==> src/rtl/timer_periph_pkg.sv <==
// timer_periph_pkg
//   Shared definitions for the timer/LED/switch/digit peripheral:
//   register byte offsets inside the 64-byte window, TCON bit positions,
//   the register-select enum and a helper that maps an offset to a select.
//   No ports (package).
package timer_periph_pkg;

  // Byte offsets of each register inside the peripheral window
  localparam logic [5:0] TH_OFS   = 6'h00;
  localparam logic [5:0] TL_OFS   = 6'h04;
  localparam logic [5:0] TCON_OFS = 6'h08;
  localparam logic [5:0] LED_OFS  = 6'h0C;
  localparam logic [5:0] SW_OFS   = 6'h10;
  localparam logic [5:0] DIGI_OFS = 6'h14;

  // TCON bit positions: enable, interrupt enable, interrupt status
  localparam int TCON_EN = 0;
  localparam int TCON_IE = 1;
  localparam int TCON_IS = 2;
  localparam int TCON_W  = 3;

  typedef enum logic [2:0] {
    SEL_NONE,
    SEL_TH,
    SEL_TL,
    SEL_TCON,
    SEL_LED,
    SEL_SW,
    SEL_DIGI
  } regSelT;

  // Word-aligned offset to register select; unmapped offsets give SEL_NONE
  function automatic regSelT decodeOffset(input logic [5:0] ofs);
    regSelT sel;
    case (ofs)
      TH_OFS:   sel = SEL_TH;
      TL_OFS:   sel = SEL_TL;
      TCON_OFS: sel = SEL_TCON;
      LED_OFS:  sel = SEL_LED;
      SW_OFS:   sel = SEL_SW;
      DIGI_OFS: sel = SEL_DIGI;
      default:  sel = SEL_NONE;
    endcase
    return sel;
  endfunction

endpackage

==> src/rtl/timer_periph_reload_timer.sv <==
// reload_timer
//   Owns TH (reload value), TL (counter) and TCON (enable / interrupt
//   enable / interrupt status). TL counts up while enabled and reloads
//   from TH when it passes all-ones; an overflow with interrupts enabled
//   sets the status bit, which only software can clear.
// Ports:
//   i_clk, i_rstN          clock, asynchronous active-low reset
//   i_wrTh/i_wrTl/i_wrTcon per-register CPU write strobes
//   i_wdata                CPU write data
//   o_th, o_tl, o_tcon     register contents for the read mux
//   o_irq                  level interrupt request (status & enable)
module reload_timer (
  input  logic        i_clk,
  input  logic        i_rstN,
  input  logic        i_wrTh,
  input  logic        i_wrTl,
  input  logic        i_wrTcon,
  input  logic [31:0] i_wdata,
  output logic [31:0] o_th,
  output logic [31:0] o_tl,
  output logic [2:0]  o_tcon,
  output logic        o_irq
);
  import timer_periph_pkg::*;

  logic [31:0] r_th;
  logic [31:0] r_tl;
  logic [2:0]  r_tcon;
  logic        w_overflow;
  logic        w_setStatus;

  // Overflow and status-set are judged on the register values before the
  // edge, so a same-cycle CPU write never changes whether this edge reloads.
  assign w_overflow  = r_tcon[TCON_EN] && (r_tl == 32'hFFFF_FFFF);
  assign w_setStatus = w_overflow && r_tcon[TCON_IE];

  // TH only changes on a CPU write; a reload on the same edge still sees
  // the old value because of non-blocking update.
  always_ff @(posedge i_clk or negedge i_rstN) begin
    if (!i_rstN) begin
      r_th <= '0;
    end else if (i_wrTh) begin
      r_th <= i_wdata;
    end
  end

  // A CPU write to TL takes priority over counting and reloading.
  always_ff @(posedge i_clk or negedge i_rstN) begin
    if (!i_rstN) begin
      r_tl <= '0;
    end else if (i_wrTl) begin
      r_tl <= i_wdata;
    end else if (r_tcon[TCON_EN]) begin
      r_tl <= w_overflow ? r_th : r_tl + 32'd1;
    end
  end

  // The status bit is ORed into a colliding CPU write so an ISR
  // read-modify-write can never swallow a freshly raised interrupt.
  always_ff @(posedge i_clk or negedge i_rstN) begin
    if (!i_rstN) begin
      r_tcon <= '0;
    end else if (i_wrTcon) begin
      r_tcon <= i_wdata[TCON_W-1:0] | {w_setStatus, 2'b00};
    end else if (w_setStatus) begin
      r_tcon[TCON_IS] <= 1'b1;
    end
  end

  assign o_th   = r_th;
  assign o_tl   = r_tl;
  assign o_tcon = r_tcon;
  assign o_irq  = r_tcon[TCON_IS] & r_tcon[TCON_IE];

endmodule

==> src/rtl/timer_periph.sv <==
// timer_periph
//   Memory-mapped peripheral on the CPU data bus: reload timer with
//   interrupt, LED register, switch input and 7-segment digit register.
// Ports:
//   clk, reset   clock, asynchronous active-low reset
//   rd, wr       read / write strobes
//   addr, wdata  byte address (addr[1:0] ignored), write data
//   rdata        combinational read data, 0 when not selected
//   led, digi    LED and digit register outputs
//   switch       board switch input
//   irqout       level interrupt request to the CPU
module timer_periph #(
  parameter logic [31:0] BASE_ADDR = 32'h4000_0000,
  parameter int          LED_W     = 8,
  parameter int          SW_W      = 8,
  parameter int          DIGI_W    = 12
) (
  input  logic              clk,
  input  logic              reset,
  input  logic              rd,
  input  logic              wr,
  input  logic [31:0]       addr,
  input  logic [31:0]       wdata,
  output logic [31:0]       rdata,
  output logic [LED_W-1:0]  led,
  input  logic [SW_W-1:0]   switch,
  output logic [DIGI_W-1:0] digi,
  output logic              irqout
);
  import timer_periph_pkg::*;

  logic              w_inWindow;
  regSelT            w_sel;
  logic [31:0]       w_th;
  logic [31:0]       w_tl;
  logic [2:0]        w_tcon;
  logic              w_irq;
  logic [LED_W-1:0]  r_led;
  logic [DIGI_W-1:0] r_digi;
  logic              w_unused;

  // The window is 64 bytes, so addr[31:6] picks the block and addr[5:2]
  // the word; byte lane bits are deliberately ignored.
  assign w_inWindow = (addr[31:6] == BASE_ADDR[31:6]);
  assign w_sel      = w_inWindow ? decodeOffset({addr[5:2], 2'b00}) : SEL_NONE;
  assign w_unused   = &{1'b0, addr[1:0]};

  reload_timer u_timer (
    .i_clk    (clk),
    .i_rstN   (reset),
    .i_wrTh   (wr && (w_sel == SEL_TH)),
    .i_wrTl   (wr && (w_sel == SEL_TL)),
    .i_wrTcon (wr && (w_sel == SEL_TCON)),
    .i_wdata  (wdata),
    .o_th     (w_th),
    .o_tl     (w_tl),
    .o_tcon   (w_tcon),
    .o_irq    (w_irq)
  );

  // LED and digit registers keep only the low bits of the written word.
  always_ff @(posedge clk or negedge reset) begin
    if (!reset) begin
      r_led  <= '0;
      r_digi <= '0;
    end else if (wr) begin
      if (w_sel == SEL_LED)  r_led  <= wdata[LED_W-1:0];
      if (w_sel == SEL_DIGI) r_digi <= wdata[DIGI_W-1:0];
    end
  end

  // Read mux: narrow registers zero-extend, anything unselected reads 0.
  always_comb begin
    rdata = '0;
    if (rd) begin
      case (w_sel)
        SEL_TH:   rdata = w_th;
        SEL_TL:   rdata = w_tl;
        SEL_TCON: rdata[TCON_W-1:0] = w_tcon;
        SEL_LED:  rdata[LED_W-1:0]  = r_led;
        SEL_SW:   rdata[SW_W-1:0]   = switch;
        SEL_DIGI: rdata[DIGI_W-1:0] = r_digi;
        default:  rdata = '0;
      endcase
    end
  end

  assign led    = r_led;
  assign digi   = r_digi;
  assign irqout = w_irq;

endmodule

==> config.mk <==
export PLATFORM = sky130hd
export DESIGN_NAME = timer_periph
export DESIGN_NICKNAME = d
export VERILOG_FILES = /design/src/rtl/timer_periph_pkg.sv /design/src/rtl/timer_periph_reload_timer.sv /design/src/rtl/timer_periph.sv
export SDC_FILE = /design/constraint.sdc
export NUM_CORES = 1
export LEC_CHECK = 0
export CAP_MARGIN = 20
export CELL_PAD_IN_SITES_DETAIL_PLACEMENT = 1
export CELL_PAD_IN_SITES_GLOBAL_PLACEMENT = 1
export CORE_MARGIN = 10
export CORE_UTILIZATION = 34
export DETAILED_ROUTE_END_ITERATION = 6
export PLACE_DENSITY_LB_ADDON = 0.1
export SYNTH_ARGS = -nofsm -noshare
export SYNTH_HDL_FRONTEND = slang
export SYNTH_SLANG_ARGS = --single-unit
==> constraint.sdc <==
create_clock -name clk -period 2.4 [get_ports clk]
set_input_delay 0.6 -clock clk [delete_from_list [all_inputs] [get_ports clk]]
set_output_delay 0.6 -clock clk [all_outputs]
set_load 0.05 [all_outputs]
-- Yosys cells after proc, flatten, opt, wreduce, memory -nomap -nowiden
Index checks and enable logic that the tools add are counted.
W data, S select, Z words.
- $mul: 0
- bitwise gates (word level): 2
- reduce and logical (&&, ||, !) cells: 10
- add/subtract/negate cells: 1
- shift-type cells: 0
- order comparisons: 0
- div/mod/pow operators: 0
- multiplexer cells: 12
- eq/ne operators: 13
- operators with widths (kind ; number):
    $mux W32 ; 4
    $pmux W20 S2 ; 1
    $pmux W3 S6 ; 2
    $add A32 B1 Y32 const B ; 1
    $eq A32 B32 Y1 const B ; 1
    $eq A26 B25 Y1 const B ; 1
    $pmux W5 S5 ; 1
    $pmux W4 S3 ; 1
    $eq A3 B3 Y1 const B ; 3
    $eq A4 B2 Y1 const B ; 2
    $eq A4 B3 Y1 const B ; 2
    $eq A3 B2 Y1 const B ; 2
    $logic_and A1 B1 Y1 ; 5
    $eq A4 B1 Y1 const B ; 1
    $logic_not A4 Y1 ; 1
    $reduce_and A2 Y1 ; 2
    $reduce_bool A2 Y1 ; 2
    $eq A3 B1 Y1 const B ; 1
    $mux W3 ; 1
    $or A3 B3 Y3 ; 1
    $mux W1 ; 2
    $and A1 B1 Y1 ; 1
- logic and storage cells: 44
- latch bits: 0
- bits in registers: 87
- input bits: 76
- memories: 0
- ROM bits: 0
- bits in writable memories: 0
- output and inout bits: 53

-- Logic depth before layout (Yosys ltp)
Gate-level depths: netlist (run 1).
- depth in word-level cells: 6
- mapped depth: 10

-- Modules after synthesis
Synthesis (run 1) repeated with hierarchy kept, for this count alone.
- cells, all modules: 556
- area, all modules: 5604.1 um^2
- by module, submodules not included (module ; area each (um^2) ; cells each ; times used):
    reload_timer ; 3682.3 ; 369 ; 1
    timer_periph ; 1921.8 ; 187 ; 1

-- Worst setup path before layout (run 1)
Ideal clock, no wire load.
- path kind: in2out
- start: input port addr[21]
- end: output port rdata[7]
- stages: 7
- path slack: -1164 ps
- arrival time: 2964 ps
- buffers on the path: 1
- cell sequence: nor4b_1 > nand4_1 > nor2_1 > and3_1 > clkbuf_1 > a21oi_1 > a221oi_1
- cells in the longest elaborated chain, start to end: 5
- elaborated cells between the ends (all ways): 9
- those cells by class: eq/ne (6); mux (3)
- ends and longest elaborated chain (what ; line ; source):
    start: declaration ; timer_periph.sv:22 ; input logic [31:0] addr,
    $eq A26 B25 Y1 (*) ; timer_periph.sv:44 ; assign w_inWindow = (addr[31:6] == BASE_ADDR[31:6]);
    $mux W3 (*) ; timer_periph.sv:45 ; assign w_sel = w_inWindow ? decodeOffset({addr[5:2], 2'b00}) : SEL_NONE;
    $eq A3 B3 Y1, or another cell as far along ; timer_periph.sv:76 ; case (w_sel)
    $pmux W5 S5 (*) ; timer_periph.sv:76 ;
    $mux W32 (*) ; timer_periph.sv:75 ; if (rd) begin
    end: declaration ; timer_periph.sv:24 ; output logic [31:0] rdata,
Every way passes the cells marked *; elsewhere a longest branch is shown, timed or not.

-- Worst setup path in the final report (run 1)
- start: input port addr[25]
- end: output port rdata[24]
- cells in the longest elaborated chain, start to end: 5
- elaborated cells between the ends (all ways): 6
- those cells by class: eq/ne (3); mux (3)
- ends and longest elaborated chain (what ; line):
    $eq A26 B25 Y1 (*) ; timer_periph.sv:44
    $mux W3 (*) ; timer_periph.sv:45
    $eq A3 B2 Y1 or $eq A3 B1 Y1 (tied branches) ; timer_periph.sv:76
    $pmux W20 S2 (*) ; timer_periph.sv:76
    $mux W32 (*) ; timer_periph.sv:75
Marks and branches as above.

==> results of run 1 <==
cell families (layout without fill, tap and decap cells):
family,count (synthesis),count (layout),share of synthesized area
xor gates and xnor gates,7,7,0.0113
muxes,80,80,0.164
and+or+nand+nor,236,236,0.221
AOI/OAI and AO/OA,133,133,0.160
DFF,87,87,0.403
buffers and inverters,49,259,0.0384
adders and majority gates,1,1,0.00232
power by group:
| group | internal [W] | total (W) | switching (W) | leakage (nW) |
|---|---|---|---|---|
| Clock | 0.000768 | 0.00142 | 0.000651 | 0.146 |
| Sequential | 0.00147 | 0.00147 | 0.000000116 | 1.13 |
| Combinational | 0.000163 | 0.000320 | 0.000156 | 2.65 |
cell type report:
cell class                      count  area [um^2]
Multi-Input combinational cell    457         3820
Clock inverter                      5         40.0
Sequential cell                    87         2180
Timing Repair Buffer              236         2830
Tap cell                          216          270
Fill cell                        1653         6300
Clock buffer                       11          253
Inverter                            7         26.3
registers in the layout (all words and copies together) (netlist names):
signal	cells
u_timer.o_th	32
digi	12
u_timer.o_tl	32
u_timer.o_tcon	3
led	8
layer usage:
layer  up-vias  global-route usage
li1       2598                   -
met5         -                   0
met4         0              0.0911
met1      2984               0.278
met2       209               0.405
met3        49              0.0454
placed cells by master, fill, tap and decap left out, types with 7 or more instances in the layout:
cell | synthesis | layout
sky130_fd_sc_hd__dfrtp_1 | 87 | 87
sky130_fd_sc_hd__nand2_1 | 80 | 76
sky130_fd_sc_hd__buf_4 | 3 | 69
sky130_fd_sc_hd__clkdlybuf4s50_1 | 0 | 64
sky130_fd_sc_hd__buf_12 | 0 | 44
sky130_fd_sc_hd__mux2_2 | 67 | 35
sky130_fd_sc_hd__mux2_4 | 0 | 32
sky130_fd_sc_hd__nand3_1 | 30 | 28
sky130_fd_sc_hd__buf_6 | 0 | 24
sky130_fd_sc_hd__a22oi_2 | 0 | 23
sky130_fd_sc_hd__nor2b_4 | 0 | 21
sky130_fd_sc_hd__o21ai_0 | 36 | 21
sky130_fd_sc_hd__nand4_1 | 17 | 17
sky130_fd_sc_hd__nor2_1 | 31 | 17
sky130_fd_sc_hd__a21oi_1 | 22 | 14
sky130_fd_sc_hd__o21ai_1 | 0 | 14
sky130_fd_sc_hd__mux2i_1 | 13 | 13
sky130_fd_sc_hd__clkbuf_16 | 0 | 10
sky130_fd_sc_hd__buf_16 | 0 | 9
sky130_fd_sc_hd__buf_2 | 10 | 9
sky130_fd_sc_hd__and4_1 | 9 | 8
sky130_fd_sc_hd__clkdlybuf4s15_1 | 0 | 8
sky130_fd_sc_hd__nor2_2 | 0 | 7
sky130_fd_sc_hd__nor2_4 | 0 | 7
sky130_fd_sc_hd__o211ai_1 | 7 | 7
stage by stage:
step	power (W)	setup slack (ns)
after global placement	0.00178	-0.798
after floorplan	0.00157	-0.297
after detailed placement	0.00179	-0.830
final	0.00320	-0.618
after CTS	0.00321	-0.547
after global routing	0.00329	-0.666
worst max-delay path by stage:
stage             start        end  slack [ns]  cells past startpoint
2_1_floorplan  addr[21]   rdata[7]       -0.30                      7
3_3_place_gp   addr[21]  rdata[31]       -0.80                      9
3_5_place_dp    addr[9]  rdata[16]       -0.83                      9
4_1_cts        addr[25]  rdata[28]       -0.55                     10
5_1_grt        addr[25]   rdata[7]       -0.67                     10
6_report       addr[25]  rdata[24]       -0.62                     11
repair_timing:
| action | 4_1_cts | 5_1_grt |
|---|---|---|
| pin swaps | 27 | 9 |
| setup endpoints to repair | 78 | 119 |
| cloned | 11 | 1 |
| gates resized for setup | 236 | 28 |
| buffers inserted | 62 | 4 |
| endpoints found under the hold margin | 0 | 0 |
worst max-delay path, cell delays in order:
cell and delay, ns:
sky130_fd_sc_hd__buf_8 0.10, sky130_fd_sc_hd__nor4_4 0.28, sky130_fd_sc_hd__nand4_1 0.19, sky130_fd_sc_hd__nor2_2 0.22, sky130_fd_sc_hd__buf_4 0.14, sky130_fd_sc_hd__and3_4 0.24
sky130_fd_sc_hd__buf_4 0.14, sky130_fd_sc_hd__buf_12 0.13, sky130_fd_sc_hd__a22oi_2 0.08, sky130_fd_sc_hd__nor2b_4 0.14, sky130_fd_sc_hd__buf_12 0.14
==> flow_results.xml, run 1 <==
<?xml version="1.0" encoding="UTF-8"?>
<metrics>
  <group name="outcome">
    <metric name="run_status" unit="">finished, violations left</metric>
    <metric name="failing_checks" unit="">negative setup slack</metric>
  </group>
  <group name="sta">
    <metric name="worst_pin_slew" unit="ns">0.549</metric>
    <metric name="timing.slew.headroom" unit="">0.633</metric>
    <metric name="timing_max_transition_violations_final" unit="">0</metric>
    <metric name="grt_setup_unrepaired" unit="">true</metric>
    <metric name="final_worst_path_period_need" unit="ns">3.02</metric>
    <metric name="final-hold-violation-count" unit="">0</metric>
    <metric name="fin_ws" unit="ns">-0.618</metric>
    <metric name="fin_setup_tns" unit="ns">-16.07</metric>
    <metric name="finClkSkew" unit="ns">0.00826</metric>
    <metric name="final_min_period_over_clock_period" unit="">1.26</metric>
    <metric name="setup_viol" unit="">32</metric>
    <metric name="final.hold.worst_slack" unit="ns">0.124</metric>
    <metric name="fmax" unit="MHz">331</metric>
  </group>
  <group name="cells_and_area">
    <metric name="diodes" unit="">0</metric>
    <metric name="area_growth_syn_to_layout" unit="%">74.2</metric>
    <metric name="design.final.nets" unit="">875</metric>
    <metric name="final_util" unit="">0.599</metric>
    <metric name="cell_area_after_layout" unit="um^2">9410</metric>
    <metric name="layout-drive-gt1-share" unit="">0.432</metric>
    <metric name="number_of_standard_cells_in_the_final_layout_excluding_fillers" unit="">1019</metric>
  </group>
  <group name="synthesis">
    <metric name="post_synthesis_instance_area" unit="um^2">5400</metric>
    <metric name="yosysMostFrequentCell" unit="">sky130_fd_sc_hd__dfrtp_1</metric>
    <metric name="synth_top_area_share" unit="">0.403</metric>
    <metric name="yosysUniqueCellTypes" unit="">50</metric>
    <metric name="synth_cells" unit="">593</metric>
    <metric name="synth.ff_latch_count" unit="">87</metric>
    <metric name="synth_warnings" unit="">0</metric>
    <metric name="synth.avg_cell_area" unit="um^2">9.11</metric>
    <metric name="synth_async_sr_flop_share" unit="">1.00</metric>
    <metric name="synthesis.nets" unit="">670</metric>
    <metric name="ys_top_cells_by_area" unit="">sky130_fd_sc_hd__dfrtp_1, sky130_fd_sc_hd__mux2_2, sky130_fd_sc_hd__nand2_1</metric>
    <metric name="ys_dominant_reg_cell" unit="">sky130_fd_sc_hd__dfrtp_1</metric>
    <metric name="synth_area_leader_cell" unit="">sky130_fd_sc_hd__dfrtp_1</metric>
    <metric name="ys_seq_area_frac" unit="">0.403</metric>
    <metric name="synth.cells.most_frequent" unit="">sky130_fd_sc_hd__dfrtp_1, sky130_fd_sc_hd__nand2_1, sky130_fd_sc_hd__mux2_2</metric>
    <metric name="synth_enable_flop_cells" unit="">0</metric>
  </group>
  <group name="power">
    <metric name="ir_worst_vdd" unit="mV">0.299</metric>
    <metric name="power_per_cell_area" unit="nW/um^2">340</metric>
    <metric name="p_leak" unit="nW">3.93</metric>
  </group>
  <group name="routing">
    <metric name="first_pass_detailed_route_iteration_total" unit="">5</metric>
    <metric name="wl_met2" unit="um">12800</metric>
    <metric name="drtIter0Drc" unit="">395</metric>
    <metric name="drt-wirelength-per-cell" unit="um">24.8</metric>
    <metric name="highest-signal-layer" unit="">met4</metric>
    <metric name="route.antenna.remaining_nets" unit="">0</metric>
    <metric name="drc" unit="">0</metric>
    <metric name="routed_wl" unit="um">25300</metric>
    <metric name="drt-met1-wl" unit="um">10500</metric>
    <metric name="route.met3.wl" unit="um">1240</metric>
    <metric name="route.vias.total" unit="">5840</metric>
    <metric name="detail_route.vias_per_cell" unit="">5.73</metric>
  </group>
  <group name="cts">
    <metric name="cts_root_buffer" unit="">sky130_fd_sc_hd__clkbuf_16</metric>
    <metric name="tritoncts.num_buffers" unit="">9</metric>
    <metric name="clk_pin_slew_worst_paths" unit="ns">0.07</metric>
    <metric name="cts_max_level" unit="">3</metric>
    <metric name="post_cts_hold_buffer_count" unit="">0</metric>
    <metric name="cts_max_path_buffers" unit="">2</metric>
    <metric name="clock_insertion_delay_worst_skew" unit="ns">0.35</metric>
    <metric name="cts_sinks" unit="">87</metric>
    <metric name="cts_tree" unit="">built</metric>
  </group>
  <group name="die">
    <metric name="die_area" unit="um^2">21300</metric>
    <metric name="die_height" unit="um">146</metric>
    <metric name="core_area" unit="um^2">15700</metric>
    <metric name="ioPinCount" unit="">129</metric>
    <metric name="start_util" unit="">0.344</metric>
    <metric name="rows" unit="">46</metric>
    <metric name="die_w" unit="um">146</metric>
  </group>
  <group name="critical_path">
    <metric name="ff2ff_setup_slack" unit="ns">0.05</metric>
    <metric name="rr_startpoint" unit="">u_timer.o_tl[21]$_DFFE_PN0P_</metric>
    <metric name="timing.reg2reg.worst_path_depth" unit="">7</metric>
    <metric name="critical_path_required" unit="ns">1.80</metric>
    <metric name="critical_path_class" unit="">input port to primary output</metric>
    <metric name="critical_path_arrival" unit="ns">2.42</metric>
    <metric name="critical_path.startpoint_type" unit="">input port</metric>
    <metric name="worstSetupEndpointType" unit="">primary output</metric>
    <metric name="max_fo_critical_path" unit="">5</metric>
    <metric name="crit-reg2reg-capture" unit="">u_timer.o_tl[27]$_DFFE_PN0P_</metric>
  </group>
  <group name="placement">
    <metric name="area_of_placed_instances" unit="um^2">8140</metric>
    <metric name="io_buffers" unit="">126</metric>
    <metric name="detailed_place_hpwl" unit="um">16300</metric>
    <metric name="routabilityCongestion" unit="">0.863</metric>
    <metric name="dp.cells" unit="">977</metric>
  </group>
  <group name="global_routing">
    <metric name="grt_max_degree" unit="">42</metric>
    <metric name="total_congestion_overflow" unit="">0</metric>
    <metric name="first_global_vias" unit="">6646</metric>
    <metric name="global_route_wire_length_before_repair" unit="um">40000</metric>
    <metric name="antenna_violations_before_repair" unit="">0</metric>
    <metric name="grt_usage" unit="">0.233</metric>
  </group>
  <group name="flow_run">
    <metric name="cap_violations" unit="">0</metric>
  </group>
  <group name="worst_hold_path">
    <metric name="min_path_type" unit="">input port to async pin</metric>
  </group>
</metrics>
(Power assumes the default switching activity.)
==> run 2: changes to the inputs <==
--- a/config.mk
+++ b/config.mk
@@ -5,13 +5,12 @@
 export SDC_FILE = /design/constraint.sdc
 export NUM_CORES = 1
 export LEC_CHECK = 0
-export CAP_MARGIN = 20
 export CELL_PAD_IN_SITES_DETAIL_PLACEMENT = 1
 export CELL_PAD_IN_SITES_GLOBAL_PLACEMENT = 1
 export CORE_MARGIN = 10
 export CORE_UTILIZATION = 34
 export DETAILED_ROUTE_END_ITERATION = 6
-export PLACE_DENSITY_LB_ADDON = 0.1
+export PLACE_DENSITY_LB_ADDON = 0.25
 export SYNTH_ARGS = -nofsm -noshare
 export SYNTH_HDL_FRONTEND = slang
 export SYNTH_SLANG_ARGS = --single-unit
==> run 2 against run 1 <==
Net effect: the flow still finishes with violations (negative setup slack); via count shrank 4.0%; total power up 1.8%; cell count decreased by 2.0%; sequential share of layout area up 1.6 points; register-to-register slack better by 0.05 ns; design area fell by 6.6%; critical path type unchanged; critical endpoint is now rdata[21].
==> flow_results.xml, run 2 (synthesis results as in run 1) <==
<?xml version="1.0" encoding="UTF-8"?>
<metrics>
  <group name="power">
    <metric name="power_per_cell_area" unit="nW/um^2">371</metric>
    <metric name="ir_worst_vdd" unit="mV">0.359</metric>
    <metric name="p_leak" unit="nW">3.73</metric>
    <metric name="total_power" unit="W">0.00326</metric>
  </group>
  <group name="sta">
    <metric name="grt_setup_unrepaired" unit="">true</metric>
    <metric name="finClkSkew" unit="ns">0.0116</metric>
    <metric name="fin_ws" unit="ns">-0.421</metric>
    <metric name="final-hold-violation-count" unit="">0</metric>
    <metric name="final_min_period_over_clock_period" unit="">1.18</metric>
    <metric name="worst_pin_slew" unit="ns">0.556</metric>
    <metric name="setup_viol" unit="">32</metric>
    <metric name="fmax" unit="MHz">355</metric>
    <metric name="final.hold.worst_slack" unit="ns">0.190</metric>
    <metric name="timing_max_transition_violations_final" unit="">0</metric>
    <metric name="final_worst_path_period_need" unit="ns">2.82</metric>
    <metric name="timing.slew.headroom" unit="">0.628</metric>
  </group>
  <group name="placement">
    <metric name="detailed_place_hpwl" unit="um">16500</metric>
    <metric name="dp.cells" unit="">974</metric>
    <metric name="routabilityCongestion" unit="">0.927</metric>
    <metric name="io_buffers" unit="">126</metric>
    <metric name="place_ws" unit="ns">-0.784</metric>
  </group>
  <group name="cells_and_area">
    <metric name="layout-drive-gt1-share" unit="">0.398</metric>
    <metric name="diodes" unit="">0</metric>
    <metric name="multi_input_area" unit="um^2">3600</metric>
    <metric name="final_util" unit="">0.560</metric>
    <metric name="layout_commonest_cell" unit="">sky130_fd_sc_hd__dfrtp_1</metric>
    <metric name="most_frequent_cells_in_the_layout" unit="">sky130_fd_sc_hd__dfrtp_1, sky130_fd_sc_hd__nand2_1, sky130_fd_sc_hd__buf_4, sky130_fd_sc_hd__mux2_2, sky130_fd_sc_hd__clkdlybuf4s50_1</metric>
    <metric name="register_area" unit="um^2">2180</metric>
    <metric name="fillers" unit="">1715</metric>
    <metric name="design.final.nets" unit="">855</metric>
    <metric name="area_growth_syn_to_layout" unit="%">62.8</metric>
    <metric name="number_of_standard_cells_in_the_final_layout_excluding_fillers" unit="">999</metric>
  </group>
  <group name="cts">
    <metric name="cts_max_path_buffers" unit="">2</metric>
    <metric name="cts_tree" unit="">built</metric>
    <metric name="tritoncts.num_buffers" unit="">9</metric>
    <metric name="clock_insertion_delay_worst_skew" unit="ns">0.36</metric>
    <metric name="cts_root_buffer" unit="">sky130_fd_sc_hd__clkbuf_16</metric>
    <metric name="cts_sinks" unit="">87</metric>
    <metric name="clk_pin_slew_worst_paths" unit="ns">0.06</metric>
    <metric name="cts_max_level" unit="">3</metric>
  </group>
  <group name="routing">
    <metric name="drc" unit="">0</metric>
    <metric name="first_pass_detailed_route_iteration_total" unit="">4</metric>
    <metric name="drt-wirelength-per-cell" unit="um">23.2</metric>
    <metric name="drtIter0Drc" unit="">414</metric>
    <metric name="route.vias.total" unit="">5606</metric>
    <metric name="routed_wl" unit="um">23200</metric>
    <metric name="route.antenna.remaining_nets" unit="">0</metric>
    <metric name="detail_route.vias_per_cell" unit="">5.61</metric>
  </group>
  <group name="global_routing">
    <metric name="antenna_violations_before_repair" unit="">0</metric>
    <metric name="total_congestion_overflow" unit="">0</metric>
    <metric name="global_route_wire_length_before_repair" unit="um">35900</metric>
    <metric name="global_route.usage.met2" unit="">0.357</metric>
    <metric name="grtUsageMet1" unit="">0.253</metric>
    <metric name="first_global_vias" unit="">6303</metric>
    <metric name="grt_util_met3" unit="">0.0464</metric>
    <metric name="grt_max_degree" unit="">58</metric>
    <metric name="grt_usage" unit="">0.207</metric>
    <metric name="gr-max-usage-layer" unit="">met2</metric>
  </group>
  <group name="die">
    <metric name="start_util" unit="">0.344</metric>
    <metric name="ioPinCount" unit="">129</metric>
    <metric name="die_area" unit="um^2">21300</metric>
    <metric name="die_height" unit="um">146</metric>
    <metric name="core_area" unit="um^2">15700</metric>
    <metric name="rows" unit="">46</metric>
    <metric name="die_w" unit="um">146</metric>
  </group>
  <group name="critical_path">
    <metric name="critical_path_required" unit="ns">1.80</metric>
    <metric name="worstSetupEndpointType" unit="">primary output</metric>
    <metric name="critical_path_arrival" unit="ns">2.22</metric>
    <metric name="critical_path.startpoint_type" unit="">input port</metric>
    <metric name="critical_path_class" unit="">input port to primary output</metric>
    <metric name="max_fo_critical_path" unit="">5</metric>
  </group>
  <group name="outcome">
    <metric name="failing_checks" unit="">negative setup slack</metric>
    <metric name="run_status" unit="">finished, violations left</metric>
  </group>
  <group name="flow_run">
    <metric name="cap_violations" unit="">0</metric>
  </group>
  <group name="worst_hold_path">
    <metric name="min_path_type" unit="">input port to async pin</metric>
  </group>
</metrics>
## run 2: cell count changes in the layout (fill, tap and decap cells not counted), sizes merged, moves of 2 or more
cell / change
clkdlybuf4s50: -2
clkbuf: +3
clkdlybuf4s15: -2
buf: -19
## run 2: path summary, 6_finish.rpt
kind | slack (ns) | to | depth (start not counted) | startpoint
worst min-delay path | 0.19 | u_timer.o_th[23]$_DFFE_PN0P_ | 1 | reset
worst max register to register | 0.10 | u_timer.o_tl[27]$_DFFE_PN0P_ | 7 | u_timer.o_tl[20]$_DFFE_PN0P_
max in group asynchronous | 1.54 | u_timer.o_th[3]$_DFFE_PN0P_ | 2 | reset
worst max-delay path | -0.42 | rdata[21] | 9 | addr[6]
worst min register to register | 0.54 | digi[2]$_DFFE_PN0P_ | 1 | digi[2]$_DFFE_PN0P_
min in group clk | 0.54 | digi[2]$_DFFE_PN0P_ | 1 | digi[2]$_DFFE_PN0P_
## run 2: critical path: stages
cell,delay (ns)
sky130_fd_sc_hd__buf_6,0.10
sky130_fd_sc_hd__nor4_4,0.27
sky130_fd_sc_hd__nand4_1,0.20
sky130_fd_sc_hd__nor2_2,0.17
sky130_fd_sc_hd__and3_4,0.30
sky130_fd_sc_hd__clkbuf_16,0.19
sky130_fd_sc_hd__a22oi_2,0.10
sky130_fd_sc_hd__nor2b_4,0.14
sky130_fd_sc_hd__buf_12,0.14
## run 2: per-stage QoR
step                      setup TNS [ns]  area, um^2
after floorplan                    -5.16        5770
after global placement            -38.53        8130
after detailed placement          -46.66        8130
after CTS                          -9.52        8550
after global routing              -13.59        8800
final                             -11.18        8800
## run 2: cell type report
class | instances | area share
clock buffers | 11 | 0.0276
clock inverters | 5 | 0.00654
inverters | 7 | 0.00327
multi-input cells | 457 | 0.409
flip-flops and latches | 87 | 0.248
well taps | 216 | 0.0307
repair buffers | 216 | 0.275
## run 2: power by group
group          leakage [nW]  switching, W  internal, W
logic                  2.44      0.000153     0.000165
clock network         0.149      0.000640     0.000837
registers              1.13   0.000000127      0.00147
## run 2: timing repair
action / in CTS / in global routing
setup endpoints to repair: 42 / 36
pin swaps: 20 / 31
hold buffers: 0 / 0
cloned: 0 / 4
buffers inserted: 3 / 2
gates resized for setup: 135 / 38
## run 2: routing by layer
layer  share of wire  up-vias
met5               0        -
li1                -     2550
met1            0.41     2874
met2            0.51      150
met3           0.054       32
met4           0.021        0
